$ cat src/rtl/frame_manchester_tx.sv
// -----------------------------------------------------------------------------
// frame_manchester_tx
//
// Takes completed Hamming-encoded frames from the frame builder, buffers them
// in a small frame FIFO, and sends each one LSB-first as IEEE-convention
// Manchester code. Line timing comes from an external half-bit strobe.
//
// Handshake: a frame is offered by pulsing frame_valid for one cycle, with
// frame_in valid in that cycle. It is stored when accept is high, or when
// the transmitter pops the FIFO head in the same cycle. Any other offer is
// dropped and sets the sticky overflow flag. accept is combinational and
// follows fifo_count only, so upstream can use it as a plain enable.
//
// Ports:
//   clk          clock
//   rst          synchronous, active-high reset
//   frame_in     FW-bit encoded frame; byte 0 is bits [7:0] and goes out first
//   frame_valid  one-cycle push strobe for frame_in
//   half_tick    one-cycle strobe per Manchester half-bit period
//   accept       high when a push in this cycle would be stored
//   man_out      registered Manchester line output
//   tx_active    high while a frame is on the line
//   sof          one-cycle pulse when bit 0 of a frame is launched
//   eof          one-cycle pulse when the last half-bit of a frame completes
//   fifo_count   stored frames not yet launched (excludes the one shifting)
//   overflow     sticky; set when a frame is dropped, cleared only by rst
// -----------------------------------------------------------------------------
module frame_manchester_tx #(
  parameter int MAX_BYTES  = 12,
  // Number of frame slots; must be a power of 2 and at least 2 so that the
  // read/write pointers wrap naturally.
  parameter int FIFO_DEPTH = 2,
  localparam int FW = 8 * MAX_BYTES,
  localparam int CW = $clog2(FIFO_DEPTH + 1),
  localparam int PW = $clog2(FIFO_DEPTH),
  localparam int BW = $clog2(FW)
) (
  input  logic          clk,
  input  logic          rst,
  input  logic [FW-1:0] frame_in,
  input  logic          frame_valid,
  input  logic          half_tick,
  output logic          accept,
  output logic          man_out,
  output logic          tx_active,
  output logic          sof,
  output logic          eof,
  output logic [CW-1:0] fifo_count,
  output logic          overflow
);

  // ---------------------------------------------------------------------------
  // Transmit FSM states
  // ---------------------------------------------------------------------------
  localparam logic [0:0] ST_IDLE = 1'b0;
  localparam logic [0:0] ST_SEND = 1'b1;

  localparam logic [BW-1:0] LAST_BIT = BW'(FW - 1);
  localparam logic [CW-1:0] DEPTH_C  = CW'(FIFO_DEPTH);

  logic [0:0]    state;
  logic          phase;      // 0 = first half of the current bit on the line
  logic [BW-1:0] bit_cnt;    // index of the bit currently on the line
  logic [FW-1:0] shreg;      // shreg[0] is the bit currently on the line

  // ---------------------------------------------------------------------------
  // Frame FIFO storage
  // ---------------------------------------------------------------------------
  logic [FW-1:0] mem [FIFO_DEPTH];
  logic [PW-1:0] wr_ptr;
  logic [PW-1:0] rd_ptr;
  logic [CW-1:0] count;

  logic          fifo_nonempty;
  logic          frame_done;
  logic          pop;
  logic          push;
  logic [FW-1:0] head;

  always_comb begin
    fifo_nonempty = (count != '0);
    // Last half-bit of the frame is on the line and this strobe ends it.
    frame_done    = (state == ST_SEND) && phase && (bit_cnt == LAST_BIT);
    // A pop only ever looks at the registered count, so a frame pushed in
    // this same cycle is never popped before it has been written.
    pop           = half_tick && fifo_nonempty &&
                    ((state == ST_IDLE) || frame_done);
    accept        = (count < DEPTH_C);
    // When full, a simultaneous pop frees the slot being read, which is the
    // slot wr_ptr points at; the read below sees the old contents.
    push          = frame_valid && (accept || pop);
    head          = mem[rd_ptr];
  end

  assign fifo_count = count;

  // Storage array is not reset: the pointers and count define what is valid.
  always_ff @(posedge clk) begin
    if (push) begin
      mem[wr_ptr] <= frame_in;
    end
  end

  always_ff @(posedge clk) begin
    if (rst) begin
      wr_ptr <= '0;
      rd_ptr <= '0;
      count  <= '0;
    end else begin
      if (push) begin
        wr_ptr <= wr_ptr + PW'(1);
      end
      if (pop) begin
        rd_ptr <= rd_ptr + PW'(1);
      end
      unique case ({push, pop})
        2'b10:   count <= count + CW'(1);
        2'b01:   count <= count - CW'(1);
        default: count <= count;
      endcase
    end
  end

  always_ff @(posedge clk) begin
    if (rst) begin
      overflow <= 1'b0;
    end else if (frame_valid && !push) begin
      overflow <= 1'b1;
    end
  end

  // ---------------------------------------------------------------------------
  // Serializer / Manchester encoder
  //   IEEE convention: bit 1 -> 0 then 1, bit 0 -> 1 then 0.
  //   So the first half is the inverted bit and the second half is the bit.
  // ---------------------------------------------------------------------------
  always_ff @(posedge clk) begin
    if (rst) begin
      state     <= ST_IDLE;
      phase     <= 1'b0;
      bit_cnt   <= '0;
      shreg     <= '0;
      man_out   <= 1'b0;
      tx_active <= 1'b0;
      sof       <= 1'b0;
      eof       <= 1'b0;
    end else begin
      sof <= 1'b0;
      eof <= 1'b0;
      if (half_tick) begin
        unique case (state)
          ST_IDLE: begin
            if (pop) begin
              shreg     <= head;
              man_out   <= ~head[0];
              sof       <= 1'b1;
              tx_active <= 1'b1;
              phase     <= 1'b0;
              bit_cnt   <= '0;
              state     <= ST_SEND;
            end
          end
          ST_SEND: begin
            if (!phase) begin
              man_out <= shreg[0];
              phase   <= 1'b1;
            end else if (bit_cnt != LAST_BIT) begin
              shreg   <= shreg >> 1;
              bit_cnt <= bit_cnt + BW'(1);
              man_out <= ~shreg[1];
              phase   <= 1'b0;
            end else begin
              eof <= 1'b1;
              if (pop) begin
                // Back-to-back: next frame's bit 0 starts on this same edge.
                shreg     <= head;
                man_out   <= ~head[0];
                sof       <= 1'b1;
                tx_active <= 1'b1;
                phase     <= 1'b0;
                bit_cnt   <= '0;
              end else begin
                man_out   <= 1'b0;
                tx_active <= 1'b0;
                phase     <= 1'b0;
                bit_cnt   <= '0;
                state     <= ST_IDLE;
              end
            end
          end
          default: begin
            state <= ST_IDLE;
          end
        endcase
      end
    end
  end

  // ---------------------------------------------------------------------------
  // Structural invariants
  // ---------------------------------------------------------------------------
  a_count_bound : assert property (@(posedge clk) disable iff (rst)
    count <= DEPTH_C);
  a_sof_active : assert property (@(posedge clk) disable iff (rst)
    sof |-> tx_active);
  a_idle_line : assert property (@(posedge clk) disable iff (rst)
    !tx_active |-> !man_out);

endmodule

$ cat config.mk
export PLATFORM = sky130hd
export DESIGN_NAME = frame_manchester_tx
export DESIGN_NICKNAME = d
export VERILOG_FILES = /design/src/rtl/frame_manchester_tx.sv
export SDC_FILE = /design/constraint.sdc
export NUM_CORES = 1
export LEC_CHECK = 0
export ABC_AREA = 1
export CORE_MARGIN = 2
export CORE_UTILIZATION = 58
export DETAILED_ROUTE_END_ITERATION = 16
export GPL_TIMING_DRIVEN = 0
export PLACE_DENSITY = 0.85
export SLEW_MARGIN = 20
export SYNTH_ARGS = -nofsm -noshare
export SYNTH_HDL_FRONTEND = slang
export SYNTH_SLANG_ARGS = --single-unit
$ cat constraint.sdc
create_clock -name clk -period 8.54 [get_ports clk]
set_input_delay 1.708 -clock clk [delete_from_list [all_inputs] [get_ports clk]]
set_output_delay 1.708 -clock clk [all_outputs]
set_load 0.02 [all_outputs]
-- Yosys cells after proc, flatten, opt, wreduce, memory -nomap -nowiden
Memory sizes are Yosys's and may differ from the RTL's. A register that Yosys moved wholly into a read port is not among the register bits.
Cells that the tools add are included.
- register bits: 114
- RAM bits: 192
- input bits: 100
- output and inout port bits: 8
- logic and storage cells: 81
- memories: 1
- memory list (name ; words ; bits a word ; read ports ; clocked after Yosys merged registers in ; write ports ; RTL line ; RTL):
    mem ; 2 ; 96 ; 1 ; 1 ; 1 ; 69 ; logic [FW-1:0] mem [FIFO_DEPTH];
- $add $sub $neg: 5
- order comparisons: 1
- equality and inequality tests: 7
- multiplexer cells: 33
- bitwise logic cells: 5
- reductions and logical operators: 17
- operator list (kind ; count):
    two-way mux 96 bit ; 3
    case mux 96 bit (2 select lines) ; 1
    two-way mux 7 bit ; 3
    two-way mux 1 bit ; 19
    case mux 7 bit (2 select lines) ; 1
    case mux 1 bit (2 select lines) ; 5
    adder 7 x 1 -> 7 bit, second input constant ; 1
    == test 7 bit, second input constant ; 1
    != test 7 bit, second input constant ; 1
    logical AND 1 bit ; 6
    inverter 1 bit ; 5
    != test 2 bit, second input constant ; 2
    case mux 2 bit (2 select lines) ; 1
    AND reduction 2 bit ; 2
    AND reduction 4 bit ; 1
    nonzero test 2 bit ; 2
    OR reduction 4 bit ; 1
    AND reduction 3 bit ; 1
    adder 1 bit, second input constant ; 2
    adder 2 x 1 -> 2 bit, second input constant ; 1
    == test 2 x 1 -> 1 bit, second input constant ; 1
    == test 2 bit, second input constant ; 1
    logical OR 1 bit ; 2
    < comparator 2 bit, second input constant ; 1
    other kinds (4) ; 4

-- Logic depth before layout (Yosys ltp)
- word-level depth: 8
- gate-level depth with buffers: 14
- depth with buffers taken out: 13

-- Worst setup path before layout
No wires, ideal clock.
- path kind: input -> register
- start: input half_tick
- end: memory mem[0][0] in the netlist's numbering (enable)
- library setup time: 551 ps
- arrival: 6241 ps
- required time: 7989 ps
- path slack: 1747 ps
- cell stages on the path: 6
- path buffers: 0
- path through: o21ai_0 > nor2_1 > nand2_1 > nand2_1 > nand2_1 > nor2_1
- longest elaborated chain between the ends: 6
- ends and longest elaborated chain (what ; RTL line ; RTL):
    from (decl) ; 42 ; input logic half_tick,
    logical AND 1 bit (2 in a row) ; 86 ; pop = half_tick && fifo_nonempty &&
    logical OR 1 bit ; 91 ; push = frame_valid && (accept || pop);
    logical AND 1 bit ; 91 ;
    two-way mux 1 bit ; 99 ; if (push) begin
    two-way mux 1 bit (implied by the code) ; 100 ; mem[wr_ptr] <= frame_in;
    to (decl) ; 69 ;
Every way passes these cells.

-- Worst setup path after layout
- start: input half_tick
- end: memory mem[0][68] in the netlist's numbering (enable)
The elaborated chain is that of the path after synthesis.

==> summary.md <==
| Metric | Value |
|---|---|
| # IOs | `108` |
| Area delta synth->final | `19.89%` |
| Count of cell types in the netlist | `25` |
| Pin slew with the least headroom to its limit | `0.6409 ns` |
| Gp weighted congestion | `0.8268` |
| Min Tclk post-route | `3.748 ns` |
| Routed Antenna Nets | `0` |
| Sequential cell area | `0.008068 mm2` |
| Vias in the first global route | `9677` |
| Detailed Route Iter0 Violations | `843` |
| Initial Utilization | `59.54%` |
| Post-layout util | `71.38%` |
| Post-Syn Area per Cell | `8.478 um2` |
| Leakage Power | `6.829 nW` |
| Post-route cell area | `0.01567 mm2` |
| FILL cells | `1554` |
| Arr. time, crit path | `4.00 ns` |
| Number of H-tree levels | `1` |
| PnR worst setup slack | `4.792 ns` |
| Syn Nets | `1644` |
| Final hold slack | `0.4468 ns` |
| Clock sinks | `307` |
| Root buffer cell | `clkbuf_16` |
| Post-Syn Area | `0.01307 mm2` |
| IO buf count | `106` |
| R2R Path End | `mem[0][68]` |
| Die area | `0.02376 mm2` |
| Tcrit/Tclk final | `43.88%` |
| CP required | `8.79 ns` |
| Startpoint types | `input port` |
| Switching share of power | `30.81%` |
| Hold EP | `overflow` |
| Placed instance area | `0.01463 mm2` |
| Total gr overflow | `0` |
| Reg2Reg Depth | `12` |
| Final net count | `1788` |
| Post-CTS Resized | `0` |
| Critical Path Sink Type | `register` |
| Vias | `10280` |
| Worst Clk Skew | `0.01428 ns` |
| Die span in x | `154.1 um` |
| Clock buffer depth | `3` |
| Seq cells post-synth | `307` |
| Hold Path Class | `register to register` |
| # rows | `54` |
| Combinational share of power | `25.4%` |
| Clock Power Share | `30.8%` |
| First-pass GRT wire length | `45350 um` |
| Hold_buf cts | `0` |
| Power Internal | `0.003030 W` |
| Max Transition Viols Final | `0` |
| Critical Path Max Stage Delay | `0.59 ns` |
| Layout cell share with drive strength beyond 1 | `6.725%` |
| HPWL after detailed placement | `18680 um` |
| Crit Path Max Fanout | `25` |
| Worst IR Drop VDD | `0.0001859 V` |
| Post-CTS setup buffers | `0` |
| Critical Path Most Common Cell | `nand2_1` |
| CTS tree | `done` |
| Pre-CTS worst setup slack | `4.255 ns` |
| Die height | `154.1 um` |
| Area occupied by multi-input gates | `0.004151 mm2` |
| Core outline area | `0.02196 mm2` |
| Post-synthesis sequential area ratio | `61.71%` |
| CP cell instances | `clkdlybuf4s50_1 -> o21ai_0 -> nor2_1 -> nand2_1 -> nand2_1 -> nand2_1 -> nor2_4 -> buf_16 -> buf_16` |
| Sequential fraction of design power | `43.8%` |
| Avg WL per Cell | `14.19 um` |
| Worst skew pair latency | `0.55 ns` |
| CP max-delay cell | `clkdlybuf4s50_1` |
| Final hold violations | `0` |
| Vias/cell | `5.161` |
| Synth Instances | `1542` |
| Number of CTS-inserted buffers | `31` |
| Tot GR Track Use | `23.59%` |
| Crit path launch | `half_tick` |
| First-pass DRT Iterations | `6` |
| Power Dens Cells | `279.4 mW/mm2` |
| Synth warn | `0` |
| Max-cap violations | `0` |
| Drc violations | `0` |
| R2r setup slk | `5.61 ns` |
| Routed WL | `28240 um` |
| Fmax achieved | `266.8 MHz` |
| Largest net degree at the start of global routing | `59` |
| Worst hold stages | `2` |
| Kind of critical path | `input port to register` |
| Worst r2r src | `bit_cnt[0]` |
| Status | `finished clean` |
| Initial antenna violation count | `1` |
| Worst hold start | `overflow` |
| Switching power total | `0.001349 W` |
| Max_slew headroom | `57.28%` |
| # setup viols final | `0` |
| Reg clk slew, reported paths | `0.06 ns` |
| Critical path's top delay family | `simple AND/OR/NAND/NOR gates` |
| Critical path buffers and inverters | `3` |
| RSZ-0062 raised after global routing | `no` |
-- worst max-delay path by stage --
| stage | to | slack (ns) | depth (start not counted) |
|---|---|---|---|
| CTS | mem[0][65] | 4.83 | 9 |
| finish | mem[0][68] | 4.79 | 9 |
| global placement | mem[0][66] | -1.24 | 7 |
| global route | mem[0][65] | 4.62 | 9 |
| detailed placement | mem[0][68] | 4.26 | 9 |
| floorplan | mem[0][0] | 1.75 | 6 |
-- routing by layer --
metal  wire [um]  GRT usage, %  share of wire (%)  up-vias
met5           0             0                  0        -
met4         808         8.411                2.9        0
met3        1760         3.213                6.2       76
met2       14140         41.58                 50      329
met1       11530         29.97                 41     4758
li1            -             -                  -     5112
-- per-stage QoR --
stage	setup TNS (ns)	total power, W	instances
after floorplan	0	0.002701	1542
after global routing	0	0.004624	1990
after CTS	0	0.004389	1990
after global placement	-118.03	0.002974	1928
after detailed placement	0	0.003033	1933
final	0	0.004380	1991
-- cells in the final DEF (no fill, tap or decap), types with 4 or more instances in the layout --
cell type,n
nand3_1,8
clkdlybuf4s50_1,106
clkinv_1,6
nor2_4,4
nand2_2,4
dfxtp_1,115
buf_4,6
buf_2,32
edfxtp_1,192
clkbuf_8,4
o21ai_1,56
nand2_1,593
buf_16,4
buf_1,11
clkbuf_16,34
clkinv_2,4
a21oi_1,15
inv_2,5
clkbuf_1,30
buf_6,8
inv_1,107
nor2_1,294
o21ai_0,51
-- power by group through the flow --
stage                     Combinational [W]  Sequential, W  Clock (W)
after global routing                0.00126        0.00194    0.00143
after CTS                           0.00111        0.00192    0.00137
final                               0.00111        0.00192    0.00135
after global placement              0.00101        0.00196          0
after floorplan                    0.000751        0.00195          0
after detailed placement            0.00109        0.00195          0
-- worst min-delay path, delay by kind of cell, from the launching register on --
| kind | cells | cell delay (ns) |
|---|---|---|
| flip-flops | 1 | 0.30 |
| AO/OA/AOI/OAI | 1 | 0.05 |
| buffers and inverters | 1 | 0.04 |
-- area by class of cell --
class / instances / share of cell area (%)
flip-flops and latches: 307 / 51.47
multi-input cells: 1038 / 26.49
repair buffers: 111 / 7.600
clock buffers: 41 / 5.851
plain buffers: 84 / 2.794
inverters: 113 / 2.738
well taps: 280 / 2.235
clock inverters: 16 / 0.8063
diodes: 1 / 0.01597
-- cell usage after synthesis --
library cell	count	share of area, %
a32o_1	1	0.077
buf_4	6	0.34
ha_1	2	0.19
or2_2	2	0.096
dfxtp_1	115	18
buf_1	11	0.32
o21ai_0	51	2.0
o22ai_1	1	0.048
nor2_1	295	8.5
inv_1	108	3.1
buf_6	8	0.69
nand2_2	4	0.19
nand4_1	3	0.14
edfxtp_1	192	44
nor2_4	3	0.26
nand3_1	8	0.31
nand2_1	593	17
xor2_1	2	0.13
o21ai_1	56	2.1
clkbuf_1	27	0.78
a21oi_1	15	0.57
inv_2	5	0.14
nor3_1	1	0.038
a31oi_1	1	0.048
buf_2	32	1.2
-- sequential cells by signal, indices dropped and copies added, names as in the netlist, named ones only --
register / cells
bit_cnt: 7
eof: 1
fifo_count: 2
man_out: 1
mem: 192
overflow: 1
phase: 1
rd_ptr: 1
shreg: 96
sof: 1
state: 1
tx_active: 1
wr_ptr: 1
-- cell families after synthesis --
family,Yosys count,share of synthesized area [%]
AND/OR/NAND/NOR,909,26.53
flip-flops,307,61.71
buffers and inverters,197,6.594
AO/OA/AOI/OAI,125,4.843
XOR/XNOR,2,0.1340
adder cells (fa/ha/maj),2,0.1914
(Power assumes the default switching activity.)
